[src/rtl/rom_port_arbiter_pkg.sv]
// rtl/rom_port_arbiter_pkg.sv - shared encodings and default widths for the ROM port arbiter
//
// Purpose: in-flight tag encoding, arbiter FSM state type and default
// parameter values shared by rom_port_arbiter and rom_return_router.
package rom_port_arbiter_pkg;

  localparam int DEF_ADDR_WIDTH  = 8;
  localparam int DEF_DATA_WIDTH  = 8;
  localparam int DEF_MAX_WAIT    = 4;
  localparam int DEF_B_BURST_MAX = 8;

  // Identifies which requester owns the read currently inside the ROM.
  localparam logic [1:0] TAG_NONE = 2'd0;
  localparam logic [1:0] TAG_A    = 2'd1;
  localparam logic [1:0] TAG_B    = 2'd2;

  typedef enum logic {
    ST_ARB   = 1'b0,
    ST_BURST = 1'b1
  } arb_state_t;

endpackage

[src/rtl/rom_return_router.sv]
// rtl/rom_return_router.sv - steers the ROM read data back to the requester that issued it
//
// Purpose: tracks the owner of the read in flight and captures the ROM byte
// into that owner's data register one cycle after the ROM registers it.
// Ports:
//   CLK, RESET_N      clock, asynchronous active-low reset
//   issue_tag         owner of the read granted this cycle (TAG_NONE/A/B)
//   rom_data          ROM registered data output
//   a_rvalid/a_rdata  returned byte for port A, valid for one cycle
//   b_rvalid/b_rdata  returned byte for port B, valid for one cycle
module rom_return_router
  import rom_port_arbiter_pkg::*;
#(
  parameter int DATA_WIDTH = DEF_DATA_WIDTH
) (
  input  logic                  CLK,
  input  logic                  RESET_N,
  input  logic [1:0]            issue_tag,
  input  logic [DATA_WIDTH-1:0] rom_data,
  output logic                  a_rvalid,
  output logic [DATA_WIDTH-1:0] a_rdata,
  output logic                  b_rvalid,
  output logic [DATA_WIDTH-1:0] b_rdata
);

  // tag_q travels alongside the ROM's own address register, so during the
  // cycle it is valid rom_data belongs to the owner it names.
  logic [1:0] tag_q;

  always_ff @(posedge CLK or negedge RESET_N) begin
    if (!RESET_N) begin
      tag_q    <= TAG_NONE;
      a_rvalid <= 1'b0;
      b_rvalid <= 1'b0;
      a_rdata  <= '0;
      b_rdata  <= '0;
    end else begin
      tag_q    <= issue_tag;
      a_rvalid <= (tag_q == TAG_A);
      b_rvalid <= (tag_q == TAG_B);
      if (tag_q == TAG_A) begin
        a_rdata <= rom_data;
      end
      if (tag_q == TAG_B) begin
        b_rdata <= rom_data;
      end
    end
  end

endmodule

[src/rtl/rom_port_arbiter.sv]
// rtl/rom_port_arbiter.sv - two-port arbiter in front of a single synchronous program ROM
//
// Purpose: grants one ROM read per cycle to port A (CPU fetch, default
// priority) or port B (secondary reader), bounds B's starvation with a wait
// counter, supports bounded B bursts under B_LOCK, and routes read data back.
// Ports:
//   CLK, RESET_N                 clock, asynchronous active-low reset
//   A_REQ, A_ADDR, A_GNT         port A request / address / combinational grant
//   A_RVALID, A_RDATA            port A returned byte, 2 cycles after grant
//   B_REQ, B_ADDR, B_LOCK, B_GNT port B request / address / burst lock / grant
//   B_RVALID, B_RDATA            port B returned byte, 2 cycles after grant
//   ROM_ADDR, ROM_DATA           ROM address (combinational) and registered data
module rom_port_arbiter
  import rom_port_arbiter_pkg::*;
#(
  parameter int ADDR_WIDTH  = DEF_ADDR_WIDTH,
  parameter int DATA_WIDTH  = DEF_DATA_WIDTH,
  parameter int MAX_WAIT    = DEF_MAX_WAIT,
  parameter int B_BURST_MAX = DEF_B_BURST_MAX
) (
  input  logic                  CLK,
  input  logic                  RESET_N,
  input  logic                  A_REQ,
  input  logic [ADDR_WIDTH-1:0] A_ADDR,
  output logic                  A_GNT,
  output logic                  A_RVALID,
  output logic [DATA_WIDTH-1:0] A_RDATA,
  input  logic                  B_REQ,
  input  logic [ADDR_WIDTH-1:0] B_ADDR,
  input  logic                  B_LOCK,
  output logic                  B_GNT,
  output logic                  B_RVALID,
  output logic [DATA_WIDTH-1:0] B_RDATA,
  output logic [ADDR_WIDTH-1:0] ROM_ADDR,
  input  logic [DATA_WIDTH-1:0] ROM_DATA
);

  localparam int WW = $clog2(MAX_WAIT + 1);
  localparam int BW = $clog2(B_BURST_MAX + 1);
  localparam logic [WW-1:0] WAIT_LIMIT  = WW'(MAX_WAIT);
  localparam logic [BW-1:0] BURST_LIMIT = BW'(B_BURST_MAX);

  arb_state_t            state;
  logic [WW-1:0]         wait_cnt;
  logic [BW-1:0]         burst_cnt;
  logic [ADDR_WIDTH-1:0] last_addr;

  logic       b_force;
  logic       b_cont;
  logic       a_win;
  logic       b_win;
  logic [1:0] issue_tag;

  // b_cont: B keeps its burst this cycle. When it does not, the cycle is
  // arbitrated exactly as in ST_ARB, which also covers the burst exit cycle.
  always_comb begin
    b_force = B_REQ && (wait_cnt == WAIT_LIMIT);
    b_cont  = (state == ST_BURST) && B_REQ && B_LOCK && (burst_cnt < BURST_LIMIT);
    a_win   = !b_cont && A_REQ && !b_force;
    b_win   = b_cont || (!a_win && B_REQ);

    issue_tag = TAG_NONE;
    if (a_win) begin
      issue_tag = TAG_A;
    end else if (b_win) begin
      issue_tag = TAG_B;
    end

    // Idle cycles keep the previous address on the ROM bus.
    ROM_ADDR = last_addr;
    if (a_win) begin
      ROM_ADDR = A_ADDR;
    end else if (b_win) begin
      ROM_ADDR = B_ADDR;
    end
  end

  assign A_GNT = a_win;
  assign B_GNT = b_win;

  always_ff @(posedge CLK or negedge RESET_N) begin
    if (!RESET_N) begin
      state     <= ST_ARB;
      wait_cnt  <= '0;
      burst_cnt <= '0;
      last_addr <= '0;
    end else begin
      if (a_win) begin
        last_addr <= A_ADDR;
      end else if (b_win) begin
        last_addr <= B_ADDR;
      end

      if (!B_REQ || b_win) begin
        wait_cnt <= '0;
      end else if (wait_cnt != WAIT_LIMIT) begin
        wait_cnt <= wait_cnt + WW'(1);
      end

      if (b_cont) begin
        burst_cnt <= burst_cnt + BW'(1);
      end else if (b_win && B_LOCK) begin
        // Entering (or re-entering) a burst: this grant is the first slot.
        state     <= ST_BURST;
        burst_cnt <= BW'(1);
      end else begin
        state     <= ST_ARB;
        burst_cnt <= '0;
      end
    end
  end

  rom_return_router #(
    .DATA_WIDTH(DATA_WIDTH)
  ) u_router (
    .CLK      (CLK),
    .RESET_N  (RESET_N),
    .issue_tag(issue_tag),
    .rom_data (ROM_DATA),
    .a_rvalid (A_RVALID),
    .a_rdata  (A_RDATA),
    .b_rvalid (B_RVALID),
    .b_rdata  (B_RDATA)
  );

endmodule

[config.mk]
export PLATFORM = sky130hd
export DESIGN_NAME = rom_port_arbiter
export DESIGN_NICKNAME = d
export VERILOG_FILES = /design/src/rtl/rom_port_arbiter_pkg.sv /design/src/rtl/rom_return_router.sv /design/src/rtl/rom_port_arbiter.sv
export SDC_FILE = /design/constraint.sdc
export NUM_CORES = 1
export LEC_CHECK = 0
export ABC_AREA = 1
export CELL_PAD_IN_SITES_DETAIL_PLACEMENT = 0
export CELL_PAD_IN_SITES_GLOBAL_PLACEMENT = 1
export CORE_MARGIN = 2
export CORE_UTILIZATION = 32
export DETAILED_ROUTE_END_ITERATION = 8
export GPL_ROUTABILITY_DRIVEN = 0
export PLACE_DENSITY_LB_ADDON = 0.08
export SLEW_MARGIN = 20
export SYNTH_ARGS = -nofsm -noshare
export SYNTH_HDL_FRONTEND = slang
export SYNTH_SLANG_ARGS = --single-unit
[constraint.sdc]
create_clock -name CLK -period 1.48 [get_ports CLK]
set_input_delay 0.148 -clock CLK [delete_from_list [all_inputs] [get_ports CLK]]
set_output_delay 0.148 -clock CLK [all_outputs]
set_load 0.005 [all_outputs]
Word-level counts from Yosys, hierarchy flattened
Index checks and enable logic that the tools add are counted.
{"block": "totals", "wordCells": 40, "out_inout_bits": 28, "regBits": 36}
{"block": "classes", "reduce_logical": 15, "order_cmp": 1, "muxes": 9, "n_eq_ne": 4, "n_addsub": 2}
{"operator": "2-to-1 mux 8 bit", "count": 2}
{"operator": "logical AND 1 bit", "count": 8}
{"operator": "2-to-1 mux 3 bit", "count": 2}
{"operator": "adder 4 x 1 -> 4 bit, second input constant", "count": 1}
{"operator": "zero test 1 bit", "count": 4}
{"operator": "< comparator 4 bit, second input constant", "count": 1}
{"operator": "2-to-1 mux 2 bit", "count": 2}
{"operator": "2-to-1 mux 4 bit", "count": 1}
{"operator": "adder 3 x 1 -> 3 bit, second input constant", "count": 1}
{"operator": "equality test 3 bit, second input constant", "count": 1}
{"operator": "!= test 3 bit, second input constant", "count": 1}
{"operator": "equality test 2 x 1 -> 1 bit, second input constant", "count": 1}
{"operator": "equality test 2 bit, second input constant", "count": 1}
{"operator": "logical OR 1 bit", "count": 2}
{"operator": "2-to-1 mux 1 bit", "count": 2}
{"operator": "nonzero test 2 bit", "count": 1}

Logic depth before layout (Yosys ltp)
Gate-level depths: netlist of run 1.
{"block": "logic_depth", "word_depth": 12, "ltp_mapped": 8}

By module
A second synthesis of run 1 with hierarchy kept.
{"block": "unflattened", "hier_cells": 179, "area_unflattened_um2": 1579.0}
{"module": "rom_port_arbiter", "cells_per_inst": 103, "area_per_inst_um2": 818.3, "seq_area_each_um2": 400.4, "instances": 1}
{"module": "rom_return_router", "cells_per_inst": 76, "area_per_inst_um2": 760.7, "seq_area_each_um2": 500.5, "instances": 1}

Worst setup path after synthesis of run 1
No wires, ideal clock.
{"block": "synth_timing", "path_type": "register -> output", "from": "reg wait_cnt[0]", "to": "out ROM_ADDR[0]", "path_buffers": 0, "path_stages_with_launch": 9, "arrival_ps": 1150, "slack_ps": 182, "path_cell_list": "dfrtp_1 > inv_1 > ha_1 > nand3_1 > nand2_1 > nand2_1 > nand3_1 > nand3_1 > nand2_1"}
{"block": "synth_via", "elab_chain_cells": 9}
{"item": "start: declaration", "line": "rom_port_arbiter.sv:44", "rtl": "logic [WW-1:0] wait_cnt;"}
{"item": "start signal: assignment", "line": "rom_port_arbiter.sv:97", "rtl": "wait_cnt <= wait_cnt + WW'(1);"}
{"item": "equality test 3 bit *", "line": "rom_port_arbiter.sv:57", "rtl": "b_force = B_REQ && (wait_cnt == WAIT_LIMIT);"}
{"item": "logical AND 1 bit *", "line": "rom_port_arbiter.sv:57"}
{"item": "zero test 1 bit *", "line": "rom_port_arbiter.sv:59", "rtl": "a_win = !b_cont && A_REQ && !b_force;"}
{"item": "logical AND 1 bit *", "line": "rom_port_arbiter.sv:59"}
{"item": "zero test 1 bit", "line": "rom_port_arbiter.sv:60", "rtl": "b_win = b_cont || (!a_win && B_REQ);"}
{"item": "logical AND 1 bit", "line": "rom_port_arbiter.sv:60"}
{"item": "logical OR 1 bit", "line": "rom_port_arbiter.sv:60"}
{"item": "2-to-1 mux 8 bit", "line": "rom_port_arbiter.sv:73", "rtl": "end else if (b_win) begin"}
{"item": "2-to-1 mux 8 bit *", "line": "rom_port_arbiter.sv:71", "rtl": "if (a_win) begin"}
{"item": "end: declaration", "line": "rom_port_arbiter.sv:34", "rtl": "output logic [ADDR_WIDTH-1:0] ROM_ADDR,"}
Every way passes the cells marked *; elsewhere a longest branch is shown, timed or not.

Worst setup path in the final report of run 1
Same ends and word-level chain as after synthesis.

==> results of run 1 <==
## where the power goes
part | total [mW] | leakage, nW | internal (mW) | switching (mW)
clock network | 0.732 | 0.0445 | 0.378 | 0.354
logic | 0.644 | 0.834 | 0.386 | 0.257
registers | 1.14 | 0.452 | 1.09 | 0.0487
total | 2.52 | 1.33 | 1.86 | 0.660
## cells by family after synthesis
family / after synthesis / share of synthesized area [%]
buffers and inverters: 36 / 10.03
and+or+nand+nor: 68 / 19.27
xor gates and xnor gates: 2 / 1.106
DFF: 36 / 56.87
AOI/OAI and AO/OA: 26 / 10.35
adders and majority gates: 3 / 2.370
## critical path, delay by kind of cell (launching register included)
kind / cells / cell delay, ns
buffers and inverters: 6 / 0.66
and+or+nand+nor: 5 / 0.27
DFF: 1 / 0.39
adders and majority gates: 1 / 0.14
## flip-flops by register name (all words and copies together) (netlist names)
signal             count
u_router.b_rvalid      1
u_router.b_rdata       8
u_router.tag_q         2
state                  1
wait_cnt               3
burst_cnt              4
u_router.a_rdata       8
last_addr              8
u_router.a_rvalid      1
## cell usage after synthesis
cell type and instances:
nand3_1 17, nand2_1 39, dfrtp_1 36, nor2_1 6, o21a_1 1, inv_1 30
o21ai_0 16, clkinv_2 1, a21oi_4 1, nor2_2 1, nand2_2 1, nor3_1 1
clkbuf_1 2, nor2_4 3, o21bai_1 8, ha_1 3, xnor2_1 2, buf_6 3
## final timing paths
check	startpoint	end	depth (start not counted)
max	wait_cnt[0]	ROM_ADDR[0]	12
min	A_ADDR[5]	last_addr[5]	3
max reg2reg	wait_cnt[0]	last_addr[0]	13
min reg2reg	u_router.tag_q[0]	u_router.b_rvalid	1
max in group asynchronous	RESET_N	burst_cnt[1]	3
min in group asynchronous	RESET_N	wait_cnt[2]	3
## per-stage QoR
step	area (um^2)	total power [mW]	utilization (%)	cells	setup WS (ns)
final	2723	2.518	57.26	333	-0.4141
after global routing	2723	2.672	57.26	333	-0.4863
after CTS	2597	2.511	54.63	328	-0.3965
after detailed placement	2295	1.705	48.26	304	-0.6312
after global placement	2295	1.695	48.26	304	-0.5760
after floorplan	1584	1.343	-	171	0.1823
## metal layers
metal / part of all wire (%) / up-vias / GRT usage [%]
li1: - / 715 / -
met5: 0 / - / 0
met3: 6.4 / 5 / 4.743
met4: 0.97 / 0 / 5.754
met1: 41 / 673 / 17.84
met2: 51 / 49 / 27.28
## area by class of cell
type | count | share of cell area, %
clock buffers | 7 | 3.171
inverters | 31 | 4.733
repair buffers | 92 | 30.84
well taps | 67 | 3.079
flip-flops and latches | 36 | 33.09
multi-input cells | 99 | 24.82
clock inverters | 1 | 0.2757
## what timing repair did
item | CTS | global route
endpoints found under the hold margin | 36 | 0
hold buffers | 1 | 0
endpoints found under the setup margin | 12 | 24
buffers inserted | 15 | 6
cloned | 0 | 0
gates resized for setup | 74 | 16
pin swaps | 13 | 7
==> run metrics, run 1 <==
status finished, violations left; failing checks setup timing; First-pass DRT Iterations 4; Hold Vio Cnt, Final 0; slowest stage delay, CP 0.39 ns; TNS Setup -3.988 ns; RSZ-0062 raised after global routing true; r2r setup slk -0.20 ns; FF/Latch Area 900.9 um^2; Pleak 1.330 nW; clock buffer depth 2; PwrDens 924.7 nW/um^2; Post-DRT Antenna Nets 0; clk slew on worst S/H paths 0.07 ns; starting density of the core 33.32%; hold slack final 0.4109 ns; crit path time final 1.894 ns; CTS Buf Count 5; CTS tree built; dominant cells by area after synthesis dfrtp_1, nand2_1, inv_1; die area 5529 um^2; vias in the first global route 1481; Worst EP arrival 1.75 ns; gr usage total 15.52%; Yosys top cell by area dfrtp_1; Final HPWL DP 2515 um; multi-input combinational cell area 675.6 um^2; worst min-delay path class in2reg; commonest non-fill, non-tap cell in the layout clkdlybuf4s50_1; vias per inst 4.330; area grow syn2layout 71.88%; max-slew violations 0; Tcrit/Tclk final 128.0%; Mapped Area 1584 um^2; Max-slew headroom 67.51%; worst path cell trace inv_2 -> ha_4 -> nand3_2 -> nand2_2 -> buf_6 -> nor2_4 -> buf_6 -> buf_6 -> buf_6 -> nand2_2 -> nand2_2 -> buf_2; max_cap viols 0; post-route setup slack -0.4141 ns; CP max stage cell dfrtp_1; top-area cell type share of the netlist area 56.87%; layout cells sized above 1 32.33%; syn nets 203; synthesized instance count 171; iteration-0 DRC count of the detailed router 72; commonest non-fill, non-tap cells in the layout clkdlybuf4s50_1, dfrtp_1, nand2_1; final setup vio count 16; Clock Root Buffer clkbuf_8; # rows 25; Worst setup SP type flop; Final nets 297; PortBufs 56; global-route wire length before repair 6541 um; die height 74.36 um; pin count of the biggest net entering global routing 37; VDD IR max 375.9 uV; drt drc 0; initial antenna violation count 0; Worst Path Class, Setup reg2out; FMAX 528.0 MHz; CP Capture Type output port; final wirelength 3899 um; Avg Synthesized Cell Area 9.263 um^2; Least-Margin Pin Slew 0.4861 ns; register area share after synthesis 56.87%; synth warn 0; crit-path most repeated cell buf_6; Layout fillers 417; Max FO, Critical Path 5; Critical Path RT 1.33 ns; DIE WIDTH 74.36 um; core box area 4755 um^2; H-tree levels 2; worst skew pair latency 0.28 ns; I/O pins 57; #FFs+latches synth 36; skew final 0.005455 ns; via count 1442; Yosys cell types 18; TritonCTS Sinks 36; gr ovfl total 0; antenna cells 0; WL/cell 11.71 um
(Power assumes the default switching activity.)
==> run 2, diff against run 1 <==
Settings changed: CORE_UTILIZATION 32 to 44, DONT_BUFFER_PORTS set to 1.
==> run metrics, run 2 (synthesized netlist as in run 1, its figures left out) <==
failing checks setup timing; PortBufs 0; CTS tree built; First-pass DRT Iterations 4; Worst setup SP type flop; M2 GR Usage 32.03%; worst min-delay path class in2reg; VDD IR max 536.0 uV; Critical Path RT 1.33 ns; post-route setup slack -0.2394 ns; Hold Vio Cnt, Final 0; skew final 0.009052 ns; FMAX 581.6 MHz; hold slack final 0.07201 ns; fin util 62.27%; multi-input combinational cell area 661.9 um^2; placed cell count 216; # rows 21; pin count of the biggest net entering global routing 37; Regs by FF count last_addr: 8 flops, u_router.a_rdata: 8 flops, u_router.b_rdata: 8 flops; Tcrit/Tclk final 116.2%; gr ovfl total 0; Max FO, Critical Path 6; commonest non-fill, non-tap cells in the layout dfrtp_1, nand2_1, inv_1; CTS Buf Count 5; die area 4096 um^2; max-slew violations 0; Layout fillers 292; TritonCTS Sinks 36; commonest non-fill, non-tap cell in the layout dfrtp_1; I/O pins 57; WL/cell 14.04 um; GR Util met3 7.042%; final wirelength 3497 um; iteration-0 DRC count of the detailed router 61; gr busiest metal met2; PwrDens 994.1 nW/um^2; clk slew on worst S/H paths 0.11 ns; global-route wire length before repair 5823 um; Worst EP arrival 1.57 ns; vias per inst 4.835; clock buffer depth 2; vias in the first global route 1330; Post-DRT Antenna Nets 0; area grow syn2layout 33.25%; max_cap viols 0; CP Capture Type output port; met1 usage 21.20%; H-tree levels 2; antenna cells 0; Least-Margin Pin Slew 0.4718 ns; DIE WIDTH 64 um; Final nets 235; post-route cell area 2111 um^2; crit-path most repeated cell nand2_2; initial antenna violation count 0; Pleak 1.054 nW; layout cells sized above 1 26.11%; drt drc 0; Max-slew headroom 68.47%; worst skew pair latency 0.34 ns; Final HPWL DP 2147 um; starting density of the core 46.73%; slowest stage delay, CP 0.41 ns; gr usage total 18.68%; worst path cell trace inv_2 -> ha_4 -> nand2_2 -> a21oi_4 -> buf_6 -> o21bai_1 -> nand3_2 -> nand2_2; Non-Filler Instances 249; RSZ-0062 raised after global routing true; die height 64 um; core box area 3390 um^2; FF/Latch Area 900.9 um^2; crit path time final 1.719 ns; status finished, violations left; Post-DP Area 1630 um^2; Clock Root Buffer clkbuf_4; CP max stage cell dfrtp_1; final setup vio count 11; dpl ws 0.001573 ns; via count 1204; Worst Path Class, Setup reg2out
run 2: cell types whose count changed in the layout (fill, tap and decap cells not counted), moves of 3 or more:
| cell | delta |
|---|---|
| buf_2 | -9 |
| nand2_2 | +3 |
| nor2_1 | +3 |
| clkbuf_4 | +5 |
| buf_6 | -8 |
| clkbuf_8 | -4 |
| clkdlybuf4s50_1 | -45 |
| buf_4 | -18 |
| dlygate4sd3_1 | +18 |
| nor2_4 | -3 |
| nand2_1 | -4 |
run 2: final timing paths:
path | startpoint | to | slack, ns | cells past startpoint
min in group asynchronous | RESET_N | last_addr[0] | 0.25 | 2
max in group asynchronous | RESET_N | u_router.a_rdata[0] | 1.03 | 2
worst min register to register | u_router.tag_q[0] | u_router.b_rvalid | 0.44 | 1
worst max-delay path | wait_cnt[1] | ROM_ADDR[6] | -0.24 | 8
worst min-delay path | B_ADDR[7] | last_addr[7] | 0.07 | 3
worst max register to register | wait_cnt[1] | burst_cnt[0] | -0.03 | 10
run 2: metrics by stage:
stage,TNS [ns],power [mW]
finish,-2.118,2.098
global route,-3.064,2.214
floorplan,0,1.343
CTS,-2.375,2.086
global placement,0,1.386
detailed placement,0,1.399
run 2: layout make-up:
class                      count  area share [%]
sequential                    36           42.68
tap                           46           2.727
inverter                      31           5.750
clock buffer                   7           3.082
timing repair buffer          30           14.40
multi-input combinational     99           31.36
run 2: repair_timing:
action | CTS | global route
setup endpoints to repair | 11 | 18
gates resized for setup | 19 | 21
hold buffers | 20 | 0
gates cloned | 0 | 0
endpoints found under the hold margin | 64 | 0
buffers inserted | 6 | 0
pin swaps | 7 | 11
run 2: per-layer routing:
layer	routed length (um)	share of wire (%)
met5	0	0
met4	36	1.0
met3	273	7.8
met2	1769	51
met1	1418	41
run 2: worst max-delay path, delay by kind of cell (launching register included):
kind	cells	cell delay (ns)
AOI/OAI and AO/OA	2	0.24
adders and majority gates	1	0.15
buffers and inverters	2	0.23
DFF	1	0.41
and+or+nand+nor	3	0.20
run 2: power by group:
part,switching [mW],internal [mW]
registers,0.0703,1.09
clock network,0.319,0.269
logic,0.189,0.157
==> run 3, diff against run 2 <==
Settings changed: PLACE_DENSITY_LB_ADDON 0.08 to 0.1.
==> run metrics, run 3 (synthesized netlist as in run 1, its figures left out) <==
Max-slew headroom 66.56%; max_cap viols 0; Clock Root Buffer clkbuf_4; gr usage total 17.77%; M1 wire length 1431 um; Least-Margin Pin Slew 0.5004 ns; commonest non-fill, non-tap cells in the layout dfrtp_1, nand2_1, inv_1; Pleak 1.061 nW; core box area 3390 um^2; FF/Latch Area 900.9 um^2; Worst Path Class, Setup reg2out; status finished, violations left; RSZ-0062 raised after global routing true; clock buffer depth 2; iteration-0 DRC count of the detailed router 35; global-route wire length before repair 5602 um; multi-input combinational cell area 626.9 um^2; Max FO, Critical Path 8; Worst setup SP type flop; CTS Buf Count 5; initial antenna violation count 0; skew final 0.008166 ns; die area 4096 um^2; antenna cells 0; vias in the first global route 1289; via count 1204; WL/cell 13.56 um; Critical Path RT 1.33 ns; worst skew pair latency 0.33 ns; Regs by FF count last_addr: 8 flops, u_router.a_rdata: 8 flops, u_router.b_rdata: 8 flops; met3 wire length 205 um; drt drc 0; final setup vio count 11; H-tree levels 2; Post-DRT Antenna Nets 0; final wirelength 3403 um; Final HPWL DP 2171 um; dpl ws -0.01669 ns; I/O pins 57; # rows 21; TritonCTS Sinks 36; Total Power 2.069 mW; First-pass DRT Iterations 4; vias per inst 4.797; starting density of the core 46.73%; fin util 62.16%; clk slew on worst S/H paths 0.11 ns; uppermost layer routed met4; wire length on met2 1725 um; Tcrit/Tclk final 118.8%; worst min-delay path class in2reg; Layout fillers 284; pin count of the biggest net entering global routing 37; crit path time final 1.759 ns; TNS Setup -2.430 ns; layout cells sized above 1 24.88%; area grow syn2layout 33.02%; FMAX 568.6 MHz; die height 64 um; PwrDens 982.1 nW/um^2; CTS tree built; PortBufs 0; DIE WIDTH 64 um; max-slew violations 0; gr ovfl total 0; commonest non-fill, non-tap cell in the layout dfrtp_1; VDD IR max 641.0 uV; Worst EP arrival 1.61 ns; CP Capture Type output port; post-route setup slack -0.2788 ns; failing checks setup timing; Final nets 236; Hold Vio Cnt, Final 0
## run 3: layer usage
metal / vias to the layer above / track usage, %
met5: - / 0
met4: 0 / 6.793
met3: 4 / 4.049
met2: 47 / 30.86
met1: 557 / 21.30
li1: 596 / -
## run 3: repair_timing
item	in CTS	in global routing
setup buffers	7	1
pin swaps	4	9
hold buffers	20	0
gates cloned	0	1
setup endpoints to repair	18	17
resized for setup	17	19
hold endpoints to repair	64	0
## run 3: critical path, cell delays in order (launching register included)
cell      delay [ns]
dfrtp_1         0.39
inv_2           0.05
ha_4            0.17
nand3_4         0.08
nand2_4         0.07
nor2_4          0.19
clkinv_4        0.14
nand3_2         0.11
nand2_2         0.07
## run 3: through the flow
stage	hold slack, ns	std cells	instance area (um^2)
after global routing	0.09265	251	2107
after CTS	0.07049	249	1991
after global placement	-0.1465	214	1628
after detailed placement	-0.1464	214	1628
final	0.08403	251	2107
after floorplan	-0.1476	171	1584
## run 3: worst paths after layout
kind | cells past startpoint | from | slack, ns | end
max in group asynchronous | 2 | RESET_N | 1.05 | u_router.b_rdata[5]
worst min-delay path | 3 | B_ADDR[4] | 0.08 | last_addr[4]
worst min register to register | 1 | u_router.tag_q[0] | 0.45 | u_router.b_rvalid
min in group asynchronous | 2 | RESET_N | 0.25 | wait_cnt[0]
worst max register to register | 10 | wait_cnt[1] | 0 | burst_cnt[0]
worst max-delay path | 8 | wait_cnt[0] | -0.28 | ROM_ADDR[2]
## run 3: cell type report
| class | count | share of cell area [%] |
|---|---|---|
| clock inverters | 1 | 0.3563 |
| repair buffers | 31 | 16.03 |
| flip-flops and latches | 36 | 42.76 |
| multi-input cells | 99 | 29.75 |
| clock buffers | 7 | 2.613 |
| inverters | 31 | 5.760 |
| well taps | 46 | 2.732 |
## run 3: power by group
part / internal (mW) / switching, mW / total (mW)
clock network: 0.233 / 0.323 / 0.555
registers: 1.09 / 0.0709 / 1.16
logic: 0.162 / 0.188 / 0.350
total: 1.49 / 0.582 / 2.07
